===== src/rtl/vga_fb_arbiter_if.sv =====
// Frame-buffer arbiter bus bundle: display fetch port, CPU slave port and
// the RAM macro port. The arbiter uses the slave view; its environment
// (pixel fetch, CPU bridge, RAM) uses the master view.
interface vga_fb_arbiter_if #(
   parameter int ADDR_W = 14,
   parameter int DATA_W = 32
);
   logic              disp_req;
   logic [ADDR_W-1:0] disp_addr;
   logic              disp_gnt;
   logic [DATA_W-1:0] disp_rdata;
   logic              disp_rvalid;

   logic              cpu_req;
   logic              cpu_we;
   logic [ADDR_W-1:0] cpu_addr;
   logic [DATA_W-1:0] cpu_wdata;
   logic [3:0]        cpu_be;
   logic              cpu_gnt;
   logic [DATA_W-1:0] cpu_rdata;
   logic              cpu_ready;
   logic              cpu_err;

   logic              ram_en;
   logic [3:0]        ram_we;
   logic [ADDR_W-1:0] ram_addr;
   logic [DATA_W-1:0] ram_wdata;
   logic [DATA_W-1:0] ram_rdata;

   modport slave (
      input  disp_req, disp_addr,
      input  cpu_req, cpu_we, cpu_addr, cpu_wdata, cpu_be,
      input  ram_rdata,
      output disp_gnt, disp_rdata, disp_rvalid,
      output cpu_gnt, cpu_rdata, cpu_ready, cpu_err,
      output ram_en, ram_we, ram_addr, ram_wdata
   );

   modport master (
      output disp_req, disp_addr,
      output cpu_req, cpu_we, cpu_addr, cpu_wdata, cpu_be,
      output ram_rdata,
      input  disp_gnt, disp_rdata, disp_rvalid,
      input  cpu_gnt, cpu_rdata, cpu_ready, cpu_err,
      input  ram_en, ram_we, ram_addr, ram_wdata
   );
endinterface


===== src/rtl/vga_fb_arbiter.sv =====
// Frame-buffer RAM arbiter: shares one single-port synchronous RAM between
// the VGA prefetch path (priority) and the CPU slave (read/write). Every
// access is IDLE -> ISSUE -> CAPTURE -> IDLE; the CPU is guaranteed a grant
// after CPU_MAX_WAIT consecutive display wins while it is waiting.
module vga_fb_arbiter #(
   parameter int ADDR_W       = 14,
   parameter int DATA_W       = 32,
   parameter int FB_WORDS     = 9600,
   parameter int CPU_MAX_WAIT = 8
) (
   input logic             CLOCK_50,
   input logic             nReset,
   vga_fb_arbiter_if.slave bus
);
   localparam int WC_W = $clog2(CPU_MAX_WAIT + 1);

   localparam logic [1:0] ST_IDLE    = 2'd0;
   localparam logic [1:0] ST_ISSUE   = 2'd1;
   localparam logic [1:0] ST_CAPTURE = 2'd2;

   localparam logic [WC_W-1:0]   WAIT_MAX = WC_W'(CPU_MAX_WAIT);
   localparam logic [WC_W-1:0]   WAIT_ONE = WC_W'(1);
   localparam logic [ADDR_W-1:0] FB_LIMIT = ADDR_W'(FB_WORDS);

   logic [1:0]        state_r;
   logic [WC_W-1:0]   wait_cnt_r;
   logic              own_cpu_r;   // access in flight belongs to the CPU
   logic              acc_we_r;    // CPU access in flight is a write
   logic              acc_err_r;   // CPU access in flight is out of range

   logic              disp_gnt_r;
   logic [DATA_W-1:0] disp_rdata_r;
   logic              disp_rvalid_r;
   logic              cpu_gnt_r;
   logic [DATA_W-1:0] cpu_rdata_r;
   logic              cpu_ready_r;
   logic              cpu_err_r;
   logic              ram_en_r;
   logic [3:0]        ram_we_r;
   logic [ADDR_W-1:0] ram_addr_r;
   logic [DATA_W-1:0] ram_wdata_r;

   logic              disp_win_s;
   logic              cpu_win_s;
   logic              cpu_oor_s;

   // Arbitration: a starved CPU beats the display, otherwise display first.
   always_comb begin
      disp_win_s = 1'b0;
      cpu_win_s  = 1'b0;
      cpu_oor_s  = (bus.cpu_addr >= FB_LIMIT);
      if (state_r == ST_IDLE) begin
         if (bus.cpu_req && (wait_cnt_r >= WAIT_MAX)) begin
            cpu_win_s = 1'b1;
         end else if (bus.disp_req) begin
            disp_win_s = 1'b1;
         end else if (bus.cpu_req) begin
            cpu_win_s = 1'b1;
         end else begin
            cpu_win_s = 1'b0;
         end
      end else begin
         disp_win_s = 1'b0;
      end
   end

   // Access sequencer and the attributes of the access in flight.
   always_ff @(posedge CLOCK_50 or negedge nReset) begin
      if (!nReset) begin
         state_r   <= ST_IDLE;
         own_cpu_r <= 1'b0;
         acc_we_r  <= 1'b0;
         acc_err_r <= 1'b0;
      end else begin
         case (state_r)
            ST_IDLE: begin
               if (disp_win_s || cpu_win_s) begin
                  state_r   <= ST_ISSUE;
                  own_cpu_r <= cpu_win_s;
                  acc_we_r  <= cpu_win_s & bus.cpu_we;
                  acc_err_r <= cpu_win_s & cpu_oor_s;
               end
            end
            ST_ISSUE:   state_r <= ST_CAPTURE;
            ST_CAPTURE: state_r <= ST_IDLE;
            default:    state_r <= ST_IDLE;
         endcase
      end
   end

   // CPU starvation counter: counts display wins over a waiting CPU.
   always_ff @(posedge CLOCK_50 or negedge nReset) begin
      if (!nReset) begin
         wait_cnt_r <= '0;
      end else if (cpu_win_s) begin
         wait_cnt_r <= '0;
      end else if (disp_win_s && bus.cpu_req && (wait_cnt_r < WAIT_MAX)) begin
         wait_cnt_r <= wait_cnt_r + WAIT_ONE;
      end
   end

   // RAM port: driven for exactly the ISSUE cycle; address/data hold after.
   always_ff @(posedge CLOCK_50 or negedge nReset) begin
      if (!nReset) begin
         ram_en_r    <= 1'b0;
         ram_we_r    <= 4'b0000;
         ram_addr_r  <= '0;
         ram_wdata_r <= '0;
      end else if (disp_win_s) begin
         ram_en_r   <= 1'b1;
         ram_we_r   <= 4'b0000;
         ram_addr_r <= bus.disp_addr;
      end else if (cpu_win_s && !cpu_oor_s) begin
         ram_en_r   <= 1'b1;
         ram_we_r   <= bus.cpu_we ? bus.cpu_be : 4'b0000;
         ram_addr_r <= bus.cpu_addr;
         if (bus.cpu_we) begin
            ram_wdata_r <= bus.cpu_wdata;
         end
      end else begin
         // Idle, in flight, or an out-of-range CPU access: RAM untouched.
         ram_en_r <= 1'b0;
         ram_we_r <= 4'b0000;
      end
   end

   // Grant pulses: one cycle, coincident with the ISSUE state.
   always_ff @(posedge CLOCK_50 or negedge nReset) begin
      if (!nReset) begin
         disp_gnt_r <= 1'b0;
         cpu_gnt_r  <= 1'b0;
      end else begin
         disp_gnt_r <= disp_win_s;
         cpu_gnt_r  <= cpu_win_s;
      end
   end

   // Completion: capture RAM data at the end of CAPTURE and pulse the owner.
   always_ff @(posedge CLOCK_50 or negedge nReset) begin
      if (!nReset) begin
         disp_rdata_r  <= '0;
         disp_rvalid_r <= 1'b0;
         cpu_rdata_r   <= '0;
         cpu_ready_r   <= 1'b0;
         cpu_err_r     <= 1'b0;
      end else if (state_r == ST_CAPTURE) begin
         if (own_cpu_r) begin
            disp_rvalid_r <= 1'b0;
            cpu_ready_r   <= 1'b1;
            cpu_err_r     <= acc_err_r;
            if (!acc_we_r) begin
               cpu_rdata_r <= acc_err_r ? '0 : bus.ram_rdata;
            end
         end else begin
            disp_rdata_r  <= bus.ram_rdata;
            disp_rvalid_r <= 1'b1;
            cpu_ready_r   <= 1'b0;
            cpu_err_r     <= 1'b0;
         end
      end else begin
         disp_rvalid_r <= 1'b0;
         cpu_ready_r   <= 1'b0;
         cpu_err_r     <= 1'b0;
      end
   end

   assign bus.disp_gnt    = disp_gnt_r;
   assign bus.disp_rdata  = disp_rdata_r;
   assign bus.disp_rvalid = disp_rvalid_r;
   assign bus.cpu_gnt     = cpu_gnt_r;
   assign bus.cpu_rdata   = cpu_rdata_r;
   assign bus.cpu_ready   = cpu_ready_r;
   assign bus.cpu_err     = cpu_err_r;
   assign bus.ram_en      = ram_en_r;
   assign bus.ram_we      = ram_we_r;
   assign bus.ram_addr    = ram_addr_r;
   assign bus.ram_wdata   = ram_wdata_r;
endmodule


===== src/flat_wrapper.sv =====
// flat-port wrapper written by rule: the top's interface ports become plain ports
module vga_fb_arbiter_flat 
#(
   parameter int ADDR_W       = 14,
   parameter int DATA_W       = 32,
   parameter int FB_WORDS     = 9600,
   parameter int CPU_MAX_WAIT = 8
)
  (CLOCK_50, nReset, bus_disp_req, bus_disp_addr, bus_cpu_req, bus_cpu_we, bus_cpu_addr, bus_cpu_wdata, bus_cpu_be, bus_ram_rdata, bus_disp_gnt, bus_disp_rdata, bus_disp_rvalid, bus_cpu_gnt, bus_cpu_rdata, bus_cpu_ready, bus_cpu_err, bus_ram_en, bus_ram_we, bus_ram_addr, bus_ram_wdata);
  vga_fb_arbiter_if #(.ADDR_W(ADDR_W), .DATA_W(DATA_W)) bus_i ();
  input logic CLOCK_50;
  input logic nReset;
  input wire logic [$bits(bus_i.disp_req)-1:0] bus_disp_req;
  input wire logic [$bits(bus_i.disp_addr)-1:0] bus_disp_addr;
  input wire logic [$bits(bus_i.cpu_req)-1:0] bus_cpu_req;
  input wire logic [$bits(bus_i.cpu_we)-1:0] bus_cpu_we;
  input wire logic [$bits(bus_i.cpu_addr)-1:0] bus_cpu_addr;
  input wire logic [$bits(bus_i.cpu_wdata)-1:0] bus_cpu_wdata;
  input wire logic [$bits(bus_i.cpu_be)-1:0] bus_cpu_be;
  input wire logic [$bits(bus_i.ram_rdata)-1:0] bus_ram_rdata;
  output wire logic [$bits(bus_i.disp_gnt)-1:0] bus_disp_gnt;
  output wire logic [$bits(bus_i.disp_rdata)-1:0] bus_disp_rdata;
  output wire logic [$bits(bus_i.disp_rvalid)-1:0] bus_disp_rvalid;
  output wire logic [$bits(bus_i.cpu_gnt)-1:0] bus_cpu_gnt;
  output wire logic [$bits(bus_i.cpu_rdata)-1:0] bus_cpu_rdata;
  output wire logic [$bits(bus_i.cpu_ready)-1:0] bus_cpu_ready;
  output wire logic [$bits(bus_i.cpu_err)-1:0] bus_cpu_err;
  output wire logic [$bits(bus_i.ram_en)-1:0] bus_ram_en;
  output wire logic [$bits(bus_i.ram_we)-1:0] bus_ram_we;
  output wire logic [$bits(bus_i.ram_addr)-1:0] bus_ram_addr;
  output wire logic [$bits(bus_i.ram_wdata)-1:0] bus_ram_wdata;
  assign bus_i.disp_req = bus_disp_req;
  assign bus_i.disp_addr = bus_disp_addr;
  assign bus_i.cpu_req = bus_cpu_req;
  assign bus_i.cpu_we = bus_cpu_we;
  assign bus_i.cpu_addr = bus_cpu_addr;
  assign bus_i.cpu_wdata = bus_cpu_wdata;
  assign bus_i.cpu_be = bus_cpu_be;
  assign bus_i.ram_rdata = bus_ram_rdata;
  assign bus_disp_gnt = bus_i.disp_gnt;
  assign bus_disp_rdata = bus_i.disp_rdata;
  assign bus_disp_rvalid = bus_i.disp_rvalid;
  assign bus_cpu_gnt = bus_i.cpu_gnt;
  assign bus_cpu_rdata = bus_i.cpu_rdata;
  assign bus_cpu_ready = bus_i.cpu_ready;
  assign bus_cpu_err = bus_i.cpu_err;
  assign bus_ram_en = bus_i.ram_en;
  assign bus_ram_we = bus_i.ram_we;
  assign bus_ram_addr = bus_i.ram_addr;
  assign bus_ram_wdata = bus_i.ram_wdata;
  vga_fb_arbiter #(.ADDR_W(ADDR_W), .DATA_W(DATA_W), .FB_WORDS(FB_WORDS), .CPU_MAX_WAIT(CPU_MAX_WAIT)) u_core (.CLOCK_50(CLOCK_50), .nReset(nReset), .bus(bus_i));
endmodule

===== config.mk =====
export PLATFORM = sky130hd
export DESIGN_NAME = vga_fb_arbiter_flat
export DESIGN_NICKNAME = d
export VERILOG_FILES = /design/src/rtl/vga_fb_arbiter_if.sv /design/src/rtl/vga_fb_arbiter.sv /design/src/flat_wrapper.sv
export SDC_FILE = /design/constraint.sdc
export NUM_CORES = 1
export LEC_CHECK = 0
export CAP_MARGIN = 20
export CORE_MARGIN = 1
export CORE_UTILIZATION = 43
export DETAILED_ROUTE_END_ITERATION = 16
export GPL_TIMING_DRIVEN = 0
export PLACE_DENSITY = 0.81
export SETUP_SLACK_MARGIN = 0.15
export SLEW_MARGIN = 20
export SYNTH_ARGS = -nofsm -noshare
export SYNTH_HDL_FRONTEND = slang
export SYNTH_SLANG_ARGS = --single-unit

===== constraint.sdc =====
create_clock -name CLOCK_50 -period 1.78 [get_ports CLOCK_50]
set_input_delay 0.356 -clock CLOCK_50 [delete_from_list [all_inputs] [get_ports CLOCK_50]]
set_output_delay 0.356 -clock CLOCK_50 [all_outputs]
set_load 0.1 [all_outputs]

==> results.cfg, run 1 <==
[critical_path]
start_kind = flip-flop
max_stage_delay_ns = 0.44
cp_top_family = simple AND/OR/NAND/NOR gates
reg2reg_slack_ns = 0.11
crit_buf_inv = 2
cp_cell_sequence = nor2_4 > and3_4 > and3_4 > buf_12 > buf_12 > mux2_4
worstPathArrival_ns = 1.97
cp_data_required_time_ns = 2.08
worstSetupEndpointType = flip-flop
slowest_stage = dfrtp_2
path_max_fanout = 10
critPathKind = flip-flop to flip-flop

[die]
ios = 221
core_area_um2 = 12000
initial_core_util_pct = 44.0
die_w_um = 113
fp.dieH_um = 113
die_area_um2 = 12700
rows = 40

[sta]
fin_setup_tns_ns = 0
period_minus_slack_ns = 1.67
whs_ns = 0.266
setup_violations = 0
setup_slack_ns = 0.111
tightest_slew_ns = 0.540
rsz0062_at_grt = yes
period_share_pct = 93.8
fmax_mhz = 599
slew_violations = 0
clock_skew_ns = 0.00518
slew_headroom_pct = 64.3
hold_violations = 0

[yosys]
syn_area_um2 = 5260
synthCells = 411
yosysWarnings = 0
synth_top_area_cell = dfrtp_1
yosys.area.top_type_share_pct = 61.4
ys.flop_type = dfrtp_1
ys_types = 35
synth_mux_area_share_pct = 15.8
synth_area_leaders = dfrtp_1 61%, mux2_2 8.1%, mux2_4 7.4%
ys_seq_elements = 129
synth-xor-area-share_pct = 0.167
synth_top_family_by_area = multiplexers
synth_edf_count = 0
synth_compound_area_share_pct = 7.16
synth_area_per_cell_um2 = 12.8
synthSimpleGateAreaFrac_pct = 12.2
synthArstFlopShare_pct = 100
syn-num-nets = 514
synth_adder_area_share_pct = 0.476
synth-seq-area-share_pct = 61.4

[clock_tree]
cts-buffers-inserted = 17
clockRootBuffer = clkbuf_16
insertion_delay_ns = 0.41
clock-sinks = 129
clk_pin_slew_worst_paths_ns = 0.06
cts_tree = built
clock_path_buffers = 2
h-tree-depth = 4

[finish]
layout-drive-gt1-share_pct = 37.6
postLayoutCoreUtil_pct = 65.5
syn_to_final_growth_pct = 49.1
nNetsFinal = 764
final_common_cell = dfrtp_1
mostFrequentLayoutCells = 128 x dfrtp_1, 116 x buf_2, 92 x clkdlybuf4s50_1
antennaDiodeCount = 0

[global_routing]
first_global_vias = 4396
grt_max_degree = 80
globalRouteTotalUtil_pct = 23.5
grt_use_met2_pct = 40.0
use_met1_pct = 27.3
grt_overflow_total = 0
grt_use_met3_pct = 7.34
antenna_found_initial = 0
grt_pass1_wl_mm = 22.8
top_usage_layer = met2

[place]
hpwl_mm = 10.1
port_buffers = 219
dp_slack_ns = -0.514
gp_congestion = 0.817

[drt]
postRouteAntennaNets = 0
wl_per_cell_um = 17.3
route.vias.total = 4172
drc = 0
via_per_inst = 5.09
drt_wl_total_mm = 14.2
dr.pass1.iters = 4
drt_iter0_markers = 216

[outcome]
outcome = completed

[hold_path]
holdCritPathClass = primary input to flip-flop

[run]
maxCapViolations = 0
==> registers in the layout, summed over array words and instances, names as in the netlist, 2 cells and up <==
register and count:
u_core.wait_cnt_r 4, u_core.bus.ram_we 4, u_core.bus.disp_rdata 32, u_core.bus.cpu_rdata 32, u_core.bus.ram_addr 14, u_core.bus.ram_wdata 32
u_core.state_r 2
==> metal layers <==
metal  up-vias  share of wire [%]  wire length [um]
li1       1925                  -                 -
met1      2044                 40              5630
met2       180                 51              7250
met3        23                7.1              1000
met4         0                2.0               287
met5         -                  0                 0
==> worst register-to-register path, cell delays in order, from the launching register on <==
cell	delay, ns
dfrtp_2	0.44
nor2_4	0.14
and3_4	0.18
and3_4	0.20
buf_12	0.14
buf_12	0.15
mux2_4	0.31
==> path summary, 6_finish.rpt <==
kind,from,end,cells past startpoint
worst max register to register,u_core.state_r[0]$_DFFE_PN0P_,u_core.bus.ram_wdata[17]$_DFFE_PN0P_,6
worst min-delay path,bus_cpu_req,u_core.wait_cnt_r[1]$_DFFE_PN0P_,2
worst min register to register,u_core.bus.cpu_rdata[24]$_DFFE_PN0P_,u_core.bus.cpu_rdata[24]$_DFFE_PN0P_,2
min in group asynchronous,nReset,u_core.bus.disp_rdata[25]$_DFFE_PN0P_,2
worst max-delay path,u_core.state_r[0]$_DFFE_PN0P_,u_core.bus.ram_wdata[17]$_DFFE_PN0P_,6
max in group asynchronous,nReset,u_core.bus.cpu_rdata[5]$_DFFE_PN0P_,3
==> final cells by class <==
type | count | area (um^2)
fill | 952 | 4120
inverter | 4 | 20.0
tap | 147 | 184
multi-input combinational | 253 | 1930
buffer | 25 | 190
clock inverter | 4 | 25.0
timing repair buffer | 231 | 1740
clock buffer | 26 | 519
sequential | 129 | 3230
==> Yosys cell counts (3+ instances only) <==
cell,n
inv_1,3
and2_1,5
o21ai_0,33
mux2_4,26
and3_1,3
buf_2,7
a22oi_1,13
mux2_2,38
nand2_1,39
dfrtp_1,129
buf_6,4
nand2b_1,34
nand3_1,38
clkbuf_1,13
==> metrics by stage <==
step	area, um^2	cells
floorplan	5270	411
global placement	7650	777
detailed placement	7680	778
CTS	7780	819
global route	7840	819
finish	7840	819
==> cell families after synthesis <==
group                    Yosys count
XOR/XNOR                           1
multiplexers                      65
flip-flops                       129
AO/OA/AOI/OAI                     60
AND/OR/NAND/NOR                  125
adder cells (fa/ha/maj)            2
buffers and inverters             29
==> timing repair <==
item | 4_1_cts | 5_1_grt
endpoints found under the setup margin | 197 | 94
buffers inserted | 8 | 0
hold buffers | 1 | 0
gates resized for setup | 624 | 31
gates cloned | 2 | 0
endpoints found under the hold margin | 50 | 0
pin swaps | 6 | 1
Power of run 1 is not shown: default switching activity piles up to over one toggle a cycle in this logic, so the estimate is an artifact.
==> run 2, diff against run 1 <==
Settings changed: CORE_UTILIZATION 43 to 40, PLACE_DENSITY 0.81 to 0.76.
==> run 2 against run 1 <==
Utilization decreased by 3.2 points. Sequential share of layout area decreased by 0.49 points. Global-route usage decreased by 2.5 points. Via count shrank 1.4%. Die area up 7.4%. Clock skew up 0.0032 ns. Count of clock-buffer cells in the layout shrank 4. Flip-flop and latch count stayed put. Non-clock buffer count stayed put. Final cell count is 3.3% higher. Hold slack worse by 0.0071 ns. Final area increased by 1.2%. Critical path type unchanged. Highest routed layer unchanged.
==> results.cfg, run 2 (synthesis results as in run 1) <==
[global_routing]
top_usage_layer = met2
grt_use_met3_pct = 5.40
use_met1_pct = 25.5
grt_overflow_total = 0
first_global_vias = 4228
grt_max_degree = 73
grt_use_met2_pct = 36.6
antenna_found_initial = 0
globalRouteTotalUtil_pct = 21.0
grt_pass1_wl_mm = 21.7

[critical_path]
cp_common_cell = and3_4
start_kind = flip-flop
slowest_stage = dfrtp_2
worstPathArrival_ns = 2.01
reg2reg_slack_ns = 0.06
worstSetupEndpointType = flip-flop
path_max_fanout = 7
max_stage_delay_ns = 0.44
cp_data_required_time_ns = 2.06
critPathKind = flip-flop to flip-flop
cp_cell_sequence = nor2_4 > and3_4 > and3_4 > buf_12 > clkbuf_16 > mux2_4

[sta]
fmax_mhz = 580
period_share_pct = 96.8
period_minus_slack_ns = 1.72
setup_violations = 0
slew_headroom_pct = 63.7
tightest_slew_ns = 0.544
hold_violations = 0
clock_skew_ns = 0.00837
slew_violations = 0
rsz0062_at_grt = yes
whs_ns = 0.258

[finish]
nNetsFinal = 764
layout.cells.non_filler = 846
antennaDiodeCount = 0
final_common_cell = dfrtp_1
layout-drive-gt1-share_pct = 38.3
fin_area_um2 = 7940
syn_to_final_growth_pct = 50.9
mostFrequentLayoutCells = 127 x dfrtp_1, 123 x buf_2, 91 x clkdlybuf4s50_1

[clock_tree]
clockRootBuffer = clkbuf_16
insertion_delay_ns = 0.40
cts-buffers-inserted = 17
clk_pin_slew_worst_paths_ns = 0.05
cts_tree = built
clock_path_buffers = 2
h-tree-depth = 4
clock-sinks = 129

[die]
fp.dieH_um = 117
die_area_um2 = 13600
core_area_um2 = 12700
die_w_um = 117
initial_core_util_pct = 41.3
rows = 41
ios = 221

[place]
hpwl_mm = 10.2
placed_cells = 803
port_buffers = 219
post_dp_cell_area_um2 = 7710
gp_congestion = 0.803

[hold_path]
holdCritPathClass = primary input to flip-flop

[drt]
via_per_inst = 4.86
dr.pass1.iters = 4
drc = 0
drt_iter0_markers = 238
route.vias.total = 4115
drt_wl_total_mm = 14.2
wl_per_cell_um = 16.8
postRouteAntennaNets = 0

[outcome]
outcome = completed

[run]
maxCapViolations = 0
[run 2: per-stage QoR]
stage	setup WS (ns)	setup TNS, ns	utilization, %
6_report	0.0565	0	62.4
5_1_grt	0.0128	0	62.4
4_1_cts	0.0552	0	61.4
3_5_place_dp	-0.552	-30.49	60.6
3_3_place_gp	-4.59	-619.64	60.4
2_1_floorplan	0.156	0	-
[run 2: final timing paths]
path	endpoint	startpoint	cells past startpoint
max	u_core.bus.ram_wdata[10]$_DFFE_PN0P_	u_core.state_r[0]$_DFFE_PN0P_	6
min	u_core.wait_cnt_r[0]$_DFFE_PN0P_	bus_cpu_req	3
max reg2reg	u_core.bus.ram_wdata[10]$_DFFE_PN0P_	u_core.state_r[0]$_DFFE_PN0P_	6
min reg2reg	u_core.bus.cpu_rdata[15]$_DFFE_PN0P_	u_core.bus.cpu_rdata[15]$_DFFE_PN0P_	2
max in group asynchronous	u_core.state_r[0]$_DFFE_PN0P_	nReset	3
min in group asynchronous	u_core.bus.disp_rdata[17]$_DFFE_PN0P_	nReset	2
[run 2: layout make-up]
cell class	instances	area (um^2)
inverter	4	22.5
timing repair buffer	231	1740
buffer	25	200
fill	1073	4780
clock buffer	22	464
tap	172	215
sequential	129	3230
clock inverter	10	134
multi-input combinational	253	1930
[run 2: worst max-delay path: cells and delay by family, from the launching register on]
kind | cells | cell delay, ns
flip-flops | 1 | 0.44
buffers and inverters | 2 | 0.30
AND/OR/NAND/NOR | 3 | 0.57
multiplexers | 1 | 0.29
[run 2: metal layers]
metal	vias to the layer above	wire [um]
li1	1924	-
met1	2015	5810
met2	162	7290
met3	14	973
met4	0	152
met5	-	0
[run 2: repair_timing]
item	CTS	global route
gates resized for setup	618	42
cloned	1	2
hold buffers	1	0
pin swaps	3	2
endpoints found under the setup margin	198	113
setup buffers	3	4
endpoints found under the hold margin	57	0
Power of run 2 is left out for the same reason.
